--- src/rtl/carry8_pipe_pkg.sv ---
// Shared constants, helpers and payload types for the carry8 pipelined adder.
package carry8_pipe_pkg;

  localparam int unsigned SLICE_W = 8;

  // Number of 8-bit slices (and pipeline stages) for a given operand width.
  function automatic int unsigned slices(input int unsigned width);
    return width / SLICE_W;
  endfunction

  // Combinational result of one 8-bit carry-chain slice.
  typedef struct packed {
    logic [SLICE_W-1:0] sum;
    logic               co;
    logic               c_msb_in;
  } slice_res_t;

endpackage

--- src/rtl/carry8_pipe_slice.sv ---
// One 8-bit carry-chain slice: S = a ^ b', DI = a, O = S ^ c, carry = S ? c : DI.
module carry8_pipe_slice
  import carry8_pipe_pkg::*;
(
  input  logic               ci,
  input  logic [SLICE_W-1:0] a,
  input  logic [SLICE_W-1:0] b,
  input  logic               bi,
  output logic [SLICE_W-1:0] o,
  output logic               co,
  output logic               c7_in
);

  logic [SLICE_W-1:0] s;
  logic [SLICE_W:0]   c;

  assign s = a ^ (b ^ {SLICE_W{bi}});

  // Ripple the propagate/generate mux chain through the slice.
  always_comb begin
    c    = '0;
    c[0] = ci;
    for (int i = 0; i < int'(SLICE_W); i++) begin
      c[i+1] = s[i] ? c[i] : a[i];
    end
  end

  assign o     = s ^ c[SLICE_W-1:0];
  assign co    = c[SLICE_W];
  assign c7_in = c[SLICE_W-1];

endmodule

--- src/rtl/carry8_pipe_adder.sv ---
// Pipelined WIDTH-bit add/subtract, one register stage per 8-bit slice,
// with a global-advance valid/ready handshake.
module carry8_pipe_adder
  import carry8_pipe_pkg::*;
#(
  parameter int unsigned WIDTH = 32
) (
  input  logic             clk,
  input  logic             rst_n,
  input  logic             in_valid,
  output logic             in_ready,
  input  logic [WIDTH-1:0] in_a,
  input  logic [WIDTH-1:0] in_b,
  input  logic             in_bi,
  input  logic             in_ci,
  output logic             out_valid,
  input  logic             out_ready,
  output logic [WIDTH-1:0] out_sum,
  output logic             out_co,
  output logic             out_ovf
);

  localparam int unsigned SLICES = slices(WIDTH);

  if (((WIDTH % SLICE_W) != 0) || (WIDTH < SLICE_W)) begin : g_width_chk
    $fatal(1, "carry8_pipe_adder: WIDTH must be a multiple of 8 and at least 8");
  end

  // Whole pipe shifts together whenever the output register is free or draining.
  logic adv_c;
  assign adv_c    = out_ready | ~out_valid;
  assign in_ready = adv_c;

  for (genvar k = 0; k < SLICES; k++) begin : g_stg
    localparam int unsigned SUM_W = SLICE_W * (k + 1);

    logic               v_d;
    logic               ci_d;
    logic               bi_d;
    logic [SLICE_W-1:0] a_d;
    logic [SLICE_W-1:0] b_d;
    logic [SUM_W-1:0]   sum_d;
    slice_res_t         res;
    logic               vld_q;
    logic               co_q;
    logic [SUM_W-1:0]   sum_q;

    // Stage inputs: fresh operands for stage 0, previous stage registers otherwise.
    if (k == 0) begin : g_src
      assign v_d   = in_valid;
      assign ci_d  = in_ci;
      assign bi_d  = in_bi;
      assign a_d   = in_a[SLICE_W-1:0];
      assign b_d   = in_b[SLICE_W-1:0];
      assign sum_d = res.sum;
    end else begin : g_src
      assign v_d   = g_stg[k-1].vld_q;
      assign ci_d  = g_stg[k-1].co_q;
      assign bi_d  = g_stg[k-1].g_rem.bi_q;
      assign a_d   = g_stg[k-1].g_rem.a_q[SLICE_W-1:0];
      assign b_d   = g_stg[k-1].g_rem.b_q[SLICE_W-1:0];
      assign sum_d = {res.sum, g_stg[k-1].sum_q};
    end

    carry8_pipe_slice u_slice (
      .ci    (ci_d),
      .a     (a_d),
      .b     (b_d),
      .bi    (bi_d),
      .o     (res.sum),
      .co    (res.co),
      .c7_in (res.c_msb_in)
    );

    // Valid, accumulated low sum bits and slice carry for this stage.
    always_ff @(posedge clk or negedge rst_n) begin
      if (!rst_n) begin
        vld_q <= 1'b0;
        co_q  <= 1'b0;
        sum_q <= '0;
      end else if (adv_c) begin
        vld_q <= v_d;
        co_q  <= res.co;
        sum_q <= sum_d;
      end
    end

    // Raw operand slices still waiting for their turn; shrinks one slice per stage.
    if (k < SLICES - 1) begin : g_rem
      localparam int unsigned REM_W = SLICE_W * (SLICES - 1 - k);

      logic [REM_W-1:0] a_rem_d;
      logic [REM_W-1:0] b_rem_d;
      logic [REM_W-1:0] a_q;
      logic [REM_W-1:0] b_q;
      logic             bi_q;

      if (k == 0) begin : g_rd
        assign a_rem_d = in_a[WIDTH-1:SLICE_W];
        assign b_rem_d = in_b[WIDTH-1:SLICE_W];
      end else begin : g_rd
        assign a_rem_d = g_stg[k-1].g_rem.a_q[REM_W+SLICE_W-1:SLICE_W];
        assign b_rem_d = g_stg[k-1].g_rem.b_q[REM_W+SLICE_W-1:SLICE_W];
      end

      // Operand remainder and subtract flag carried to the next stage.
      always_ff @(posedge clk or negedge rst_n) begin
        if (!rst_n) begin
          a_q  <= '0;
          b_q  <= '0;
          bi_q <= 1'b0;
        end else if (adv_c) begin
          a_q  <= a_rem_d;
          b_q  <= b_rem_d;
          bi_q <= bi_d;
        end
      end
    end

    if (k == SLICES - 1) begin : g_tail
      logic ovf_q;

      // Signed overflow: carry into the MSB differs from carry out of it.
      always_ff @(posedge clk or negedge rst_n) begin
        if (!rst_n) begin
          ovf_q <= 1'b0;
        end else if (adv_c) begin
          ovf_q <= res.c_msb_in ^ res.co;
        end
      end
    end
  end

  assign out_valid = g_stg[SLICES-1].vld_q;
  assign out_sum   = g_stg[SLICES-1].sum_q;
  assign out_co    = g_stg[SLICES-1].co_q;
  assign out_ovf   = g_stg[SLICES-1].g_tail.ovf_q;

endmodule

--- config.mk ---
export PLATFORM = sky130hd
export DESIGN_NAME = carry8_pipe_adder
export DESIGN_NICKNAME = d
export VERILOG_FILES = /design/src/rtl/carry8_pipe_pkg.sv /design/src/rtl/carry8_pipe_slice.sv /design/src/rtl/carry8_pipe_adder.sv
export SDC_FILE = /design/constraint.sdc
export NUM_CORES = 1
export LEC_CHECK = 0
export BUFFER_PORTS_ARGS = -buffer_cell sky130_fd_sc_hd__buf_2
export CORE_UTILIZATION = 60
export CTS_CLUSTER_DIAMETER = 100
export DETAILED_ROUTE_END_ITERATION = 8
export GPL_ROUTABILITY_DRIVEN = 0
export MAX_ROUTING_LAYER = met4
export PLACE_DENSITY_LB_ADDON = 0.25
export SYNTH_ARGS = -nofsm -noshare
export SYNTH_HDL_FRONTEND = slang
export SYNTH_HIERARCHICAL = 1
export SYNTH_SLANG_ARGS = --single-unit
--- constraint.sdc ---
create_clock -name clk -period 5.6 [get_ports clk]
set_input_delay 0.56 -clock clk [delete_from_list [all_inputs] [get_ports clk]]
set_output_delay 0.56 -clock clk [all_outputs]
set_load 0.01 [all_outputs]
==> results of run 1 <==
-- power breakdown --
group / leakage (nW) / total, mW / internal (mW) / switching, mW
clock: 0.288 / 1.17 / 0.689 / 0.483
sequential: 2.19 / 2.56 / 1.96 / 0.595
combinational: 2.40 / 2.98 / 1.68 / 1.30
-- cells by family (layout without fill, tap and decap cells) --
family,Yosys count,count (layout)
adders and majority gates,4,4
xor gates and xnor gates,85,85
AOI/OAI and AO/OA,100,100
muxes,191,191
buffers and inverters,78,158
DFF,188,188
and+or+nand+nor,202,202
-- final timing paths --
path / endpoint / slack [ns]
hold reg to reg: out_valid / 0.46
setup reg to reg: out_ovf / 2.20
setup / recovery: out_ovf / 2.20
max in group asynchronous: g_stg[2].sum_q[2] / 4.23
min in group clk: g_stg[0].g_rem.b_q[10] / 0.36
hold / removal: g_stg[1].g_rem.a_q[10] / 0.27
-- cells in the final DEF (no fill, tap or decap), types with 6 or more instances in the layout --
| cell | count |
|---|---|
| o211ai_1 | 8 |
| mux2_2 | 139 |
| o21ai_0 | 20 |
| nor3_2 | 8 |
| mux2_4 | 48 |
| nand2b_1 | 13 |
| inv_1 | 16 |
| a31oi_1 | 8 |
| nand2_1 | 52 |
| a21oi_1 | 16 |
| clkinv_2 | 6 |
| nand3b_1 | 16 |
| nand3_1 | 8 |
| nor3_1 | 28 |
| clkbuf_16 | 17 |
| dfrtp_1 | 188 |
| xnor2_1 | 56 |
| nor2_1 | 36 |
| xor2_1 | 29 |
| a22oi_1 | 8 |
| buf_2 | 104 |
-- state kept, by name, summed over array words and instances, names as in the netlist, 3 cells and up --
register / count
g_stg.sum_q: 48
g_stg.co_q: 3
out_sum: 32
g_stg.g_rem.b_q: 48
g_stg.g_rem.a_q: 48
g_stg.g_rem.bi_q: 3
g_stg.vld_q: 3
-- metal layers --
metal	track usage (%)	wire (um)
met1	28.10	8116
met2	34.59	8517
met3	4.981	612
met4	5.747	231
met5	-	0
-- critical path: cells and delay by family, from the launching register on --
family                     cells  cell delay [ns]
and+or+nand+nor                8             1.54
DFF                            1             0.99
adders and majority gates      1             0.32
muxes                          1             0.27
xor gates and xnor gates       1             0.16
-- final cells by class --
class                      instances  area, um^2  share of cell area (%)
clock buffer                      24       481.7                   4.290
tap                              220       275.3                   2.451
timing repair buffer             109       564.3                   5.025
inverter                          17       66.31                  0.5905
clock inverter                     8       90.09                  0.8022
sequential                       188        4705                   41.89
multi-input combinational        582        5047                   44.95
==> reports/results.tsv, run 1 <==
stage	metric	value	unit
run_status	status	completed	
place	place_inst	1116	
grt	grt_pass1_wl	29.81	mm
synth	synth_fp_nets	918	
synth	syn_area_per_cell	12.04	um^2
cts	post_cts.repair.setup_buffers	0	
cts	cts.clk_slew.worst_paths	0.07	ns
synth	synth.most_common_cell	dfrtp_1	
finish	final_area	11230	um^2
grt	grt_overflow_total	0	
detailed_routing	wl_per_cell	15.22	um
cts	clk_path_buf_depth	2	
pwr	vdd_ir_drop_max	0.3523	mV
finish	utilization	67.72	%
floorplanning	die_area	17550	um^2
sta	fin_ws	2.199	ns
synth	ys.warnings.count	6	
cts	tritoncts	yes	
run	drv_cap	0	
worst_setup_path	start_kind	flop	
synth	synth_top_cell_area_share	46.06	%
floorplanning	rows	47	
pwr	total_power	6.711	mW
min_path	worst_hold_path_type	in2async	
worst_setup_path	critical_path_arrival	3.71	ns
worst_setup_path	crit_required	5.91	ns
synth	synth_common_cells	dfrtp_1 (188), mux2_2 (139), xnor2_1 (56)	
synth	synthAdderAreaFrac	0.4410	%
finish	fillCellCount	1279	
grt	grt_max_degree	111	
floorplanning	die_x	132.5	um
finish	diodes	0	
place	dp_hpwl	11.30	mm
place	portBuffers	105	
sta	hold_viol	0	
sta	slew_viol_final	0	
sta	fin_crit_sh	60.73	%
synth	synth_top_area_cell	dfrtp_1	
cts	clk_latency	0.42	ns
cts	clock_sinks	188	
detailed_routing	vias	6443	
finish	fin_cells	1148	
synth	synth-seq-area-share	46.06	%
sta	finalSetupViolCount	0	
synth	synth.area.mux_share	22.77	%
synth	ys_seq_elements	188	
synth	synthCells	848	
synth	synthFlopType	dfrtp_1	
grt	antenna_found_initial	0	
worst_setup_path	endpoint_kind	flop	
worst_setup_path	path_class	reg2reg	
detailed_routing	postRouteAntennaNets	0	
sta	rsz0062_at_grt	false	
pwr	power.density	597.6	nW/um^2
synth	synth_top_family_by_area	multiplexers	
detailed_routing	drt_pass1_iterations	4	
sta	holdWs	0.2708	ns
place	post_dp_cell_area	10660	um^2
worst_setup_path	critical-path-max-stage-delay	0.99	ns
grt	globalRouteTotalUtil	21.73	%
finish	area_growth	9.947	%
grt	grt_pass1_vias	6262	
floorplanning	core_area	16580	um^2
worst_setup_path	worst_path_most_repeated_cell	nor2_1	
worst_setup_path	r2r_start	g_stg[2].g_rem.bi_q	
worst_setup_path	crit_chain	nand3b_1 -> nand2_1 -> nor3_4 -> nor4_1 -> nor4_2 -> nand4_2 -> nor2_1 -> nor2_1 -> maj3_2 -> xor2_1 -> mux2_2	
synth	synthDistinctLibCells	47	
synth	synth_compound_area_share	7.154	%
detailed_routing	drc	0	
synth	synth-xor-area-share	7.289	%
detailed_routing	via_per_inst	5.612	
worst_setup_path	cp_max_fo	27	
finish	nets	985	
sta	clock_skew	0.009032	ns
sta	final.min_clock_period	3.401	ns
cts	htreeDepth	4	
synth	synthArstFlopShare	100.0	%
detailed_routing	detail_route.iter0.violations	328	
floorplanning	initial_core_util	61.59	%
worst_setup_path	reg2reg_depth	11	
cts	cts_buffers	17	
synth	synth_area_leaders	dfrtp_1 (46%), mux2_2 (15%), mux2_4 (7.1%)	
synth	synth_edf_count	0	
sta	finalSetupTns	0	ns
synth	synth-simple-area-share	11.71	%
floorplanning	die_h	132.5	um
cts	cts-resized-gates	0	
pwr	p_leak	4.878	nW
worst_setup_path	crit_slowest_cell	dfrtp_1	
cts	cts_root_buf	clkbuf_16	
synth	synth_area	10210	um^2
sta	fmax	294.1	MHz
worst_setup_path	cp-startpoint	g_stg[2].g_rem.bi_q	
sta	worstMarginPinSlew	1.039	ns
floorplanning	ioPinCount	106	
place	pre_cts_ws	2.243	ns
finish	drive_above_1_share	39.01	%
detailed_routing	wirelength	17.48	mm
cts	cts_hold_buf	0	
sta	slew_headroom	30.71	%
(Power assumes the default switching activity.)
==> run 2, diff against run 1 <==
==> constraint.sdc (replaced) <==
create_clock -name clk -period 3.3 [get_ports clk]
set_input_delay 0.33 -clock clk [delete_from_list [all_inputs] [get_ports clk]]
set_output_delay 0.33 -clock clk [all_outputs]
set_load 0.01 [all_outputs]
==> reports/results.tsv, run 2 (synthesis results as in run 1) <==
stage	metric	value	unit	change
worst_setup_path	cp-startpoint	g_stg[2].co_q		was g_stg[2].g_rem.bi_q
detailed_routing	via_per_inst	5.585		was 5.612
cts	cts.clk_slew.worst_paths	0.07	ns	about the same
finish	nets	994		was 985
finish	diodes	0		unchanged
worst_setup_path	reg2reg_setup_slack	0.43	ns	was 2.20 ns
grt	grt_pass1_wl	29.95	mm	was 29.81 mm
grt	grt_max_degree	96		was 111
floorplanning	die_x	132.5	um	unchanged
min_path	whs_path_depth	2		
detailed_routing	wl_per_cell	15.17	um	was 15.22 um
sta	final.min_clock_period	2.870	ns	was 3.401 ns
floorplanning	ioPinCount	106		unchanged
sta	rsz0062_at_grt	false		unchanged
sta	finalSetupViolCount	0		unchanged
detailed_routing	drc	0		unchanged
sta	finalSetupTns	0	ns	unchanged
finish	final_common_cell	dfrtp_1		unchanged
place	place_inst	1124		was 1116
place	dp_hpwl	11.53	mm	was 11.30 mm
detailed_routing	detail_route.iter0.violations	351		was 328
worst_setup_path	reg2reg_depth	11		unchanged
worst_setup_path	cp_max_fo	11		was 27
cts	cts_buffers	17		unchanged
worst_setup_path	reg2reg_to	out_ovf		unchanged
cts	post_cts.repair.setup_buffers	0		unchanged
worst_setup_path	r2r_start	g_stg[2].co_q		was g_stg[2].g_rem.bi_q
grt	globalRouteTotalUtil	21.82	%	was 21.73%
floorplanning	die_h	132.5	um	unchanged
floorplanning	die_area	17550	um^2	unchanged
finish	fin_cells	1157		was 1148
sta	hold_viol	0		unchanged
sta	clock_skew	0.007527	ns	was 0.009032 ns
sta	fmax	348.4	MHz	was 294.1 MHz
run_status	status	completed		unchanged
cts	tritoncts	yes		unchanged
sta	slew_headroom	50.77	%	was 30.71%
grt	antenna_found_initial	0		unchanged
floorplanning	rows	47		unchanged
cts	clk_latency	0.42	ns	about the same
worst_setup_path	path_class	reg2reg		unchanged
place	portBuffers	105		unchanged
floorplanning	core_area	16580	um^2	unchanged
grt	grt_overflow_total	0		unchanged
cts	htreeDepth	4		unchanged
worst_setup_path	crit_required	3.61	ns	was 5.91 ns
sta	slew_viol_final	0		unchanged
detailed_routing	vias	6462		was 6443
floorplanning	initial_core_util	61.59	%	unchanged
run	drv_cap	0		unchanged
finish	reg.largest.list	g_stg.g_rem.a_q (48), g_stg.g_rem.b_q (48), g_stg.sum_q (48)		unchanged
worst_setup_path	critical_path_arrival	3.18	ns	was 3.71 ns
sta	fin_crit_sh	86.97	%	was 60.73%
cts	clock_sinks	188		unchanged
worst_setup_path	critPathCapture	out_ovf		unchanged
finish	layout_common_cells	dfrtp_1 (188), mux2_2 (139), buf_2 (104), xnor2_1 (56), nand2_1 (52)		unchanged
worst_setup_path	start_kind	flop		unchanged
sta	worstMarginPinSlew	0.7384	ns	was 1.039 ns
pwr	p_leak	4.943	nW	was 4.878 nW
finish	area_growth	11.37	%	was 9.947%
pwr	vdd_ir_drop_max	0.6899	mV	was 0.3523 mV
cts	cts_hold_buf	1		was 0
worst_setup_path	endpoint_kind	flop		unchanged
grt	grt_pass1_vias	6298		was 6262
cts	cts-resized-gates	0		unchanged
finish	drive_above_1_share	39.91	%	was 39.01%
pwr	power.density	1020	nW/um^2	was 597.6 nW/um^2
min_path	worst_hold_path_type	in2reg		was in2async
detailed_routing	postRouteAntennaNets	0		unchanged
cts	clk_path_buf_depth	2		unchanged
cts	cts_root_buf	clkbuf_16		unchanged
detailed_routing	wirelength	17.55	mm	was 17.48 mm
detailed_routing	drt_pass1_iterations	6		was 4
-- run 2: routing by layer --
| metal | global-route usage (%) | routed length [um] | up-vias | part of all wire (%) |
|---|---|---|---|---|
| met5 | - | 0 | - | 0 |
| met4 | 6.769 | 251 | 0 | 1.4 |
| met3 | 4.598 | 758 | 23 | 4.3 |
| met2 | 35.15 | 8504 | 154 | 48 |
| met1 | 27.73 | 8038 | 3139 | 46 |
| li1 | - | - | 3146 | - |
-- run 2: layout make-up --
cell class	count	area [um^2]
tap	220	275.3
multi-input combinational	582	5047
sequential	188	4705
clock inverter	14	182.7
fill	1207	5209
inverter	17	66.31
clock buffer	18	439.2
timing repair buffer	118	659.4
-- run 2: worst min-delay path by stage --
stage / startpoint / slack (ns) / end
5_1_grt: in_b[10] / 0.11 / g_stg[0].g_rem.b_q[2]
6_report: in_b[11] / 0.13 / g_stg[0].g_rem.b_q[3]
2_1_floorplan: rst_n / 0.03 / g_stg[0].co_q
3_3_place_gp: rst_n / 0.45 / g_stg[2].g_rem.b_q[4]
3_5_place_dp: rst_n / 0.45 / g_stg[1].g_rem.b_q[12]
4_1_cts: in_b[11] / 0.12 / g_stg[0].g_rem.b_q[3]
-- run 2: through the flow --
step	instance area, um^2	worst slack, ns	hold WS [ns]	total power [mW]	util, %
after floorplan	10210	0.6281	0.03441	8.543	-
after global placement	10740	0.5043	0.4509	9.324	64.78
after detailed placement	10740	0.4411	0.4496	9.492	64.78
after CTS	11370	0.4283	0.1161	11.72	68.59
after global routing	11370	0.1610	0.1113	12.44	68.59
final	11370	0.4300	0.1301	11.60	68.59
-- run 2: worst max-delay path: stages, from the launching register on --
cell      delay, ns
dfrtp_1        0.49
nand2b_4       0.18
a21o_1         0.20
a31oi_4        0.27
nor4_1         0.10
nor4_2         0.32
nand4_2        0.22
nor2_1         0.14
nor2_1         0.08
maj3_2         0.32
xor2_1         0.16
mux2_2         0.27
-- run 2: where the power goes --
part,switching [mW],leakage [nW],total (mW),internal (mW)
clock network,0.902,0.300,2.13,1.23
registers,0.899,2.19,4.24,3.34
logic,2.34,2.45,5.23,2.89
==> run 3, diff against run 2 <==
--- a/config.mk
+++ b/config.mk
@@ -5,13 +5,15 @@
 export SDC_FILE = /design/constraint.sdc
 export NUM_CORES = 1
 export LEC_CHECK = 0
+export ABC_AREA = 1
 export BUFFER_PORTS_ARGS = -buffer_cell sky130_fd_sc_hd__buf_2
-export CORE_UTILIZATION = 60
+export CORE_UTILIZATION = 58
 export CTS_CLUSTER_DIAMETER = 100
 export DETAILED_ROUTE_END_ITERATION = 8
 export GPL_ROUTABILITY_DRIVEN = 0
 export MAX_ROUTING_LAYER = met4
 export PLACE_DENSITY_LB_ADDON = 0.25
+export RECOVER_POWER = 100
 export SYNTH_ARGS = -nofsm -noshare
 export SYNTH_HDL_FRONTEND = slang
 export SYNTH_HIERARCHICAL = 1
==> reports/results.tsv, run 3 <==
stage	metric	value	unit	change
synth	synth_common_cells	nand2_1 (615), dfrtp_1 (188), inv_1 (83)		was dfrtp_1 (188), mux2_2 (139), xnor2_1 (56)
cts	cts.clk_slew.worst_paths	0.07	ns	about the same
pwr	vdd_ir_drop_max	0.4371	mV	was 0.6899 mV
detailed_routing	drt_pass1_iterations	6		unchanged
synth	synth_area_leaders	dfrtp_1 (53%), nand2_1 (26%), xor2_1 (4.8%)		was dfrtp_1 (46%), mux2_2 (15%), mux2_4 (7.1%)
worst_setup_path	start_kind	flop		unchanged
finish	reg.largest.list	g_stg.g_rem.a_q (48), g_stg.g_rem.b_q (48), g_stg.sum_q (48)		unchanged
finish	diodes	0		unchanged
finish	area_growth	12.21	%	was 11.37%
sta	fmax	384.7	MHz	was 348.4 MHz
floorplanning	rows	44		was 47
detailed_routing	wl_per_cell	11.24	um	was 15.17 um
detailed_routing	postRouteAntennaNets	0		unchanged
worst_setup_path	crit_required	2.97	ns	was 3.61 ns
worst_setup_path	critical_path_arrival	2.27	ns	was 3.18 ns
synth	synthCells	1103		was 848
cts	clk_latency	0.43	ns	was 0.42 ns
grt	grt_pass1_vias	6063		was 6298
cts	clock_sinks	188		unchanged
floorplanning	initial_core_util	60.15	%	was 61.59%
sta	slew_viol_final	369		was 0
run_status	violations	design-rule violations, max-capacitance violations, max-slew violations		
sta	hold_viol	0		unchanged
pwr	p_leak	5.640	nW	was 4.943 nW
floorplanning	die_x	125.5	um	was 132.5 um
cts	cts_buffers	17		unchanged
finish	fillCellCount	1310		was 1207
sta	fin_crit_sh	78.78	%	was 86.97%
detailed_routing	drc	10		was 0
sta	rsz0062_at_grt	false		unchanged
worst_setup_path	endpoint_kind	output port		was flop
detailed_routing	via_per_inst	4.739		was 5.585
min_path	worst_hold_path_type	in2reg		unchanged
sta	finalSetupTns	0	ns	unchanged
sta	worstMarginPinSlew	2.039	ns	was 0.7384 ns
synth	synth-seq-area-share	53.21	%	was 46.06%
floorplanning	die_h	125.5	um	was 132.5 um
sta	slew_headroom	-35.95	%	was 50.77%
finish	layout_common_cells	nand2_1 (616), dfrtp_1 (188), inv_1 (83), buf_2 (69), nand2_2 (55)		was dfrtp_1 (188), mux2_2 (139), buf_2 (104), xnor2_1 (56), nand2_1 (52)
run	drv_cap	3		was 0
synth	ys.warnings.count	6		unchanged
grt	globalRouteTotalUtil	22.12	%	was 21.82%
pwr	total_power	10.32	mW	was 11.60 mW
sta	final.min_clock_period	2.600	ns	was 2.870 ns
pwr	power.density	1040	nW/um^2	was 1020 nW/um^2
sta	clock_skew	0.007320	ns	was 0.007527 ns
sta	finalSetupViolCount	0		unchanged
synth	synth.most_common_cell	nand2_1		was dfrtp_1
run_status	status	finished, violations left		was completed
finish	nets	1260		was 994
cts	cts_root_buf	clkbuf_16		unchanged
floorplanning	core_area	14700	um^2	was 16580 um^2
synth	synth_fp_nets	1173		was 918
floorplanning	ioPinCount	106		unchanged
place	portBuffers	105		unchanged
finish	utilization	67.50	%	was 68.59%
grt	grt_overflow_total	0		unchanged
finish	final_common_cell	nand2_1		was dfrtp_1
grt	grt_pass1_wl	27.27	mm	was 29.95 mm
cts	tritoncts	yes		unchanged
detailed_routing	detail_route.iter0.violations	328		was 351
floorplanning	die_area	15740	um^2	was 17550 um^2
synth	synth_top_cell_area_share	53.21	%	was 46.06%
finish	drive_above_1_share	14.38	%	was 39.91%
worst_setup_path	path_class	reg2out		was reg2reg
synth	synthDistinctLibCells	16		was 47
synth	synthArstFlopShare	100.0	%	unchanged
place	dp_hpwl	10.29	mm	was 11.53 mm
synth	synth_edf_count	0		unchanged
synth	ys_seq_elements	188		unchanged
synth	syn_area_per_cell	8.017	um^2	was 12.04 um^2
cts	clk_path_buf_depth	2		unchanged
detailed_routing	wirelength	15.59	mm	was 17.55 mm
synth	synthFlopType	dfrtp_1		unchanged
synth	synth_top_area_cell	dfrtp_1		unchanged
synth	synth_area	8842	um^2	was 10210 um^2
grt	antenna_found_initial	0		unchanged
worst_setup_path	cp_max_fo	172		was 11
cts	htreeDepth	4		unchanged
cts	post_cts.repair.setup_buffers	0		unchanged
grt	grt_max_degree	173		was 96
detailed_routing	vias	6573		was 6462
[run 3: cell types whose count changed after synthesis, moves of 16 or more]
cell,before,now
a21oi_1,16,0
inv_1,16,83
mux2_2,139,0
mux2_4,48,0
nand2_1,52,615
nand2_2,0,57
nand3b_1,16,0
nor2_1,36,0
nor3_1,28,0
xnor2_1,56,24
xor2_1,29,48
[run 3: final timing paths]
path,from,end,slack [ns],cells after the start
worst max-delay path,out_valid,in_ready,0.70,2
worst min-delay path,in_a[10],g_stg[0].g_rem.a_q[2],0.1,3
worst max register to register,out_valid,g_stg[1].g_rem.b_q[7],0.74,5
worst min register to register,g_stg[2].vld_q,out_valid,0.45,2
max in group asynchronous,rst_n,g_stg[0].g_rem.b_q[4],0.92,3
min in group asynchronous,rst_n,out_sum[18],0.41,2
[run 3: power breakdown]
part	internal, mW	switching (mW)
Clock	1.12	0.857
Combinational	1.66	2.68
Sequential	3.32	0.679
Total	6.11	4.21
[run 3: critical path: stages (launching register included)]
cell and delay [ns]:
dfrtp_1 0.42, nand2_4 1.15, clkbuf_1 0.23
[run 3: cell families after synthesis]
group	after synthesis	share of synthesized area (%)
XOR/XNOR	72	7.132
buffers and inverters	131	6.509
AO/OA/AOI/OAI	14	0.7924
AND/OR/NAND/NOR	698	32.36
flip-flops	188	53.21
[run 3: area by class of cell]
cell class	count	area, um^2	share of cell area [%]
Sequential cell	188	4705	47.41
Multi-Input combinational cell	784	3550	35.78
Timing Repair Buffer	112	526.8	5.309
Clock buffer	19	432.9	4.363
Inverter	87	336.6	3.392
Tap cell	184	230.2	2.320
Clock inverter	13	141.4	1.425
[run 3: metrics by stage]
stage	cells	instance area, um^2	hold slack (ns)	setup slack [ns]
2_1_floorplan	1103	8842	0.03441	1.375
3_3_place_gp	1354	9452	0.3085	1.151
3_5_place_dp	1354	9452	0.3119	0.9801
4_1_cts	1387	10040	0.08077	0.9572
5_1_grt	1387	9922	0.09557	0.4528
6_report	1387	9922	0.09597	0.7002
[run 3: what timing repair did]
action	CTS	global route
hold buffers	1	0
hold endpoints to repair	50	0
resized for setup	0	0
[run 3: layer usage]
metal | wire, um | vias up | part of all wire, % | track usage (%)
li1 | - | 3434 | - | -
met1 | 7852 | 3004 | 50 | 30.38
met2 | 6943 | 121 | 45 | 33.79
met3 | 612 | 14 | 3.9 | 3.552
met4 | 178 | 0 | 1.1 | 7.174
met5 | 0 | - | 0 | -
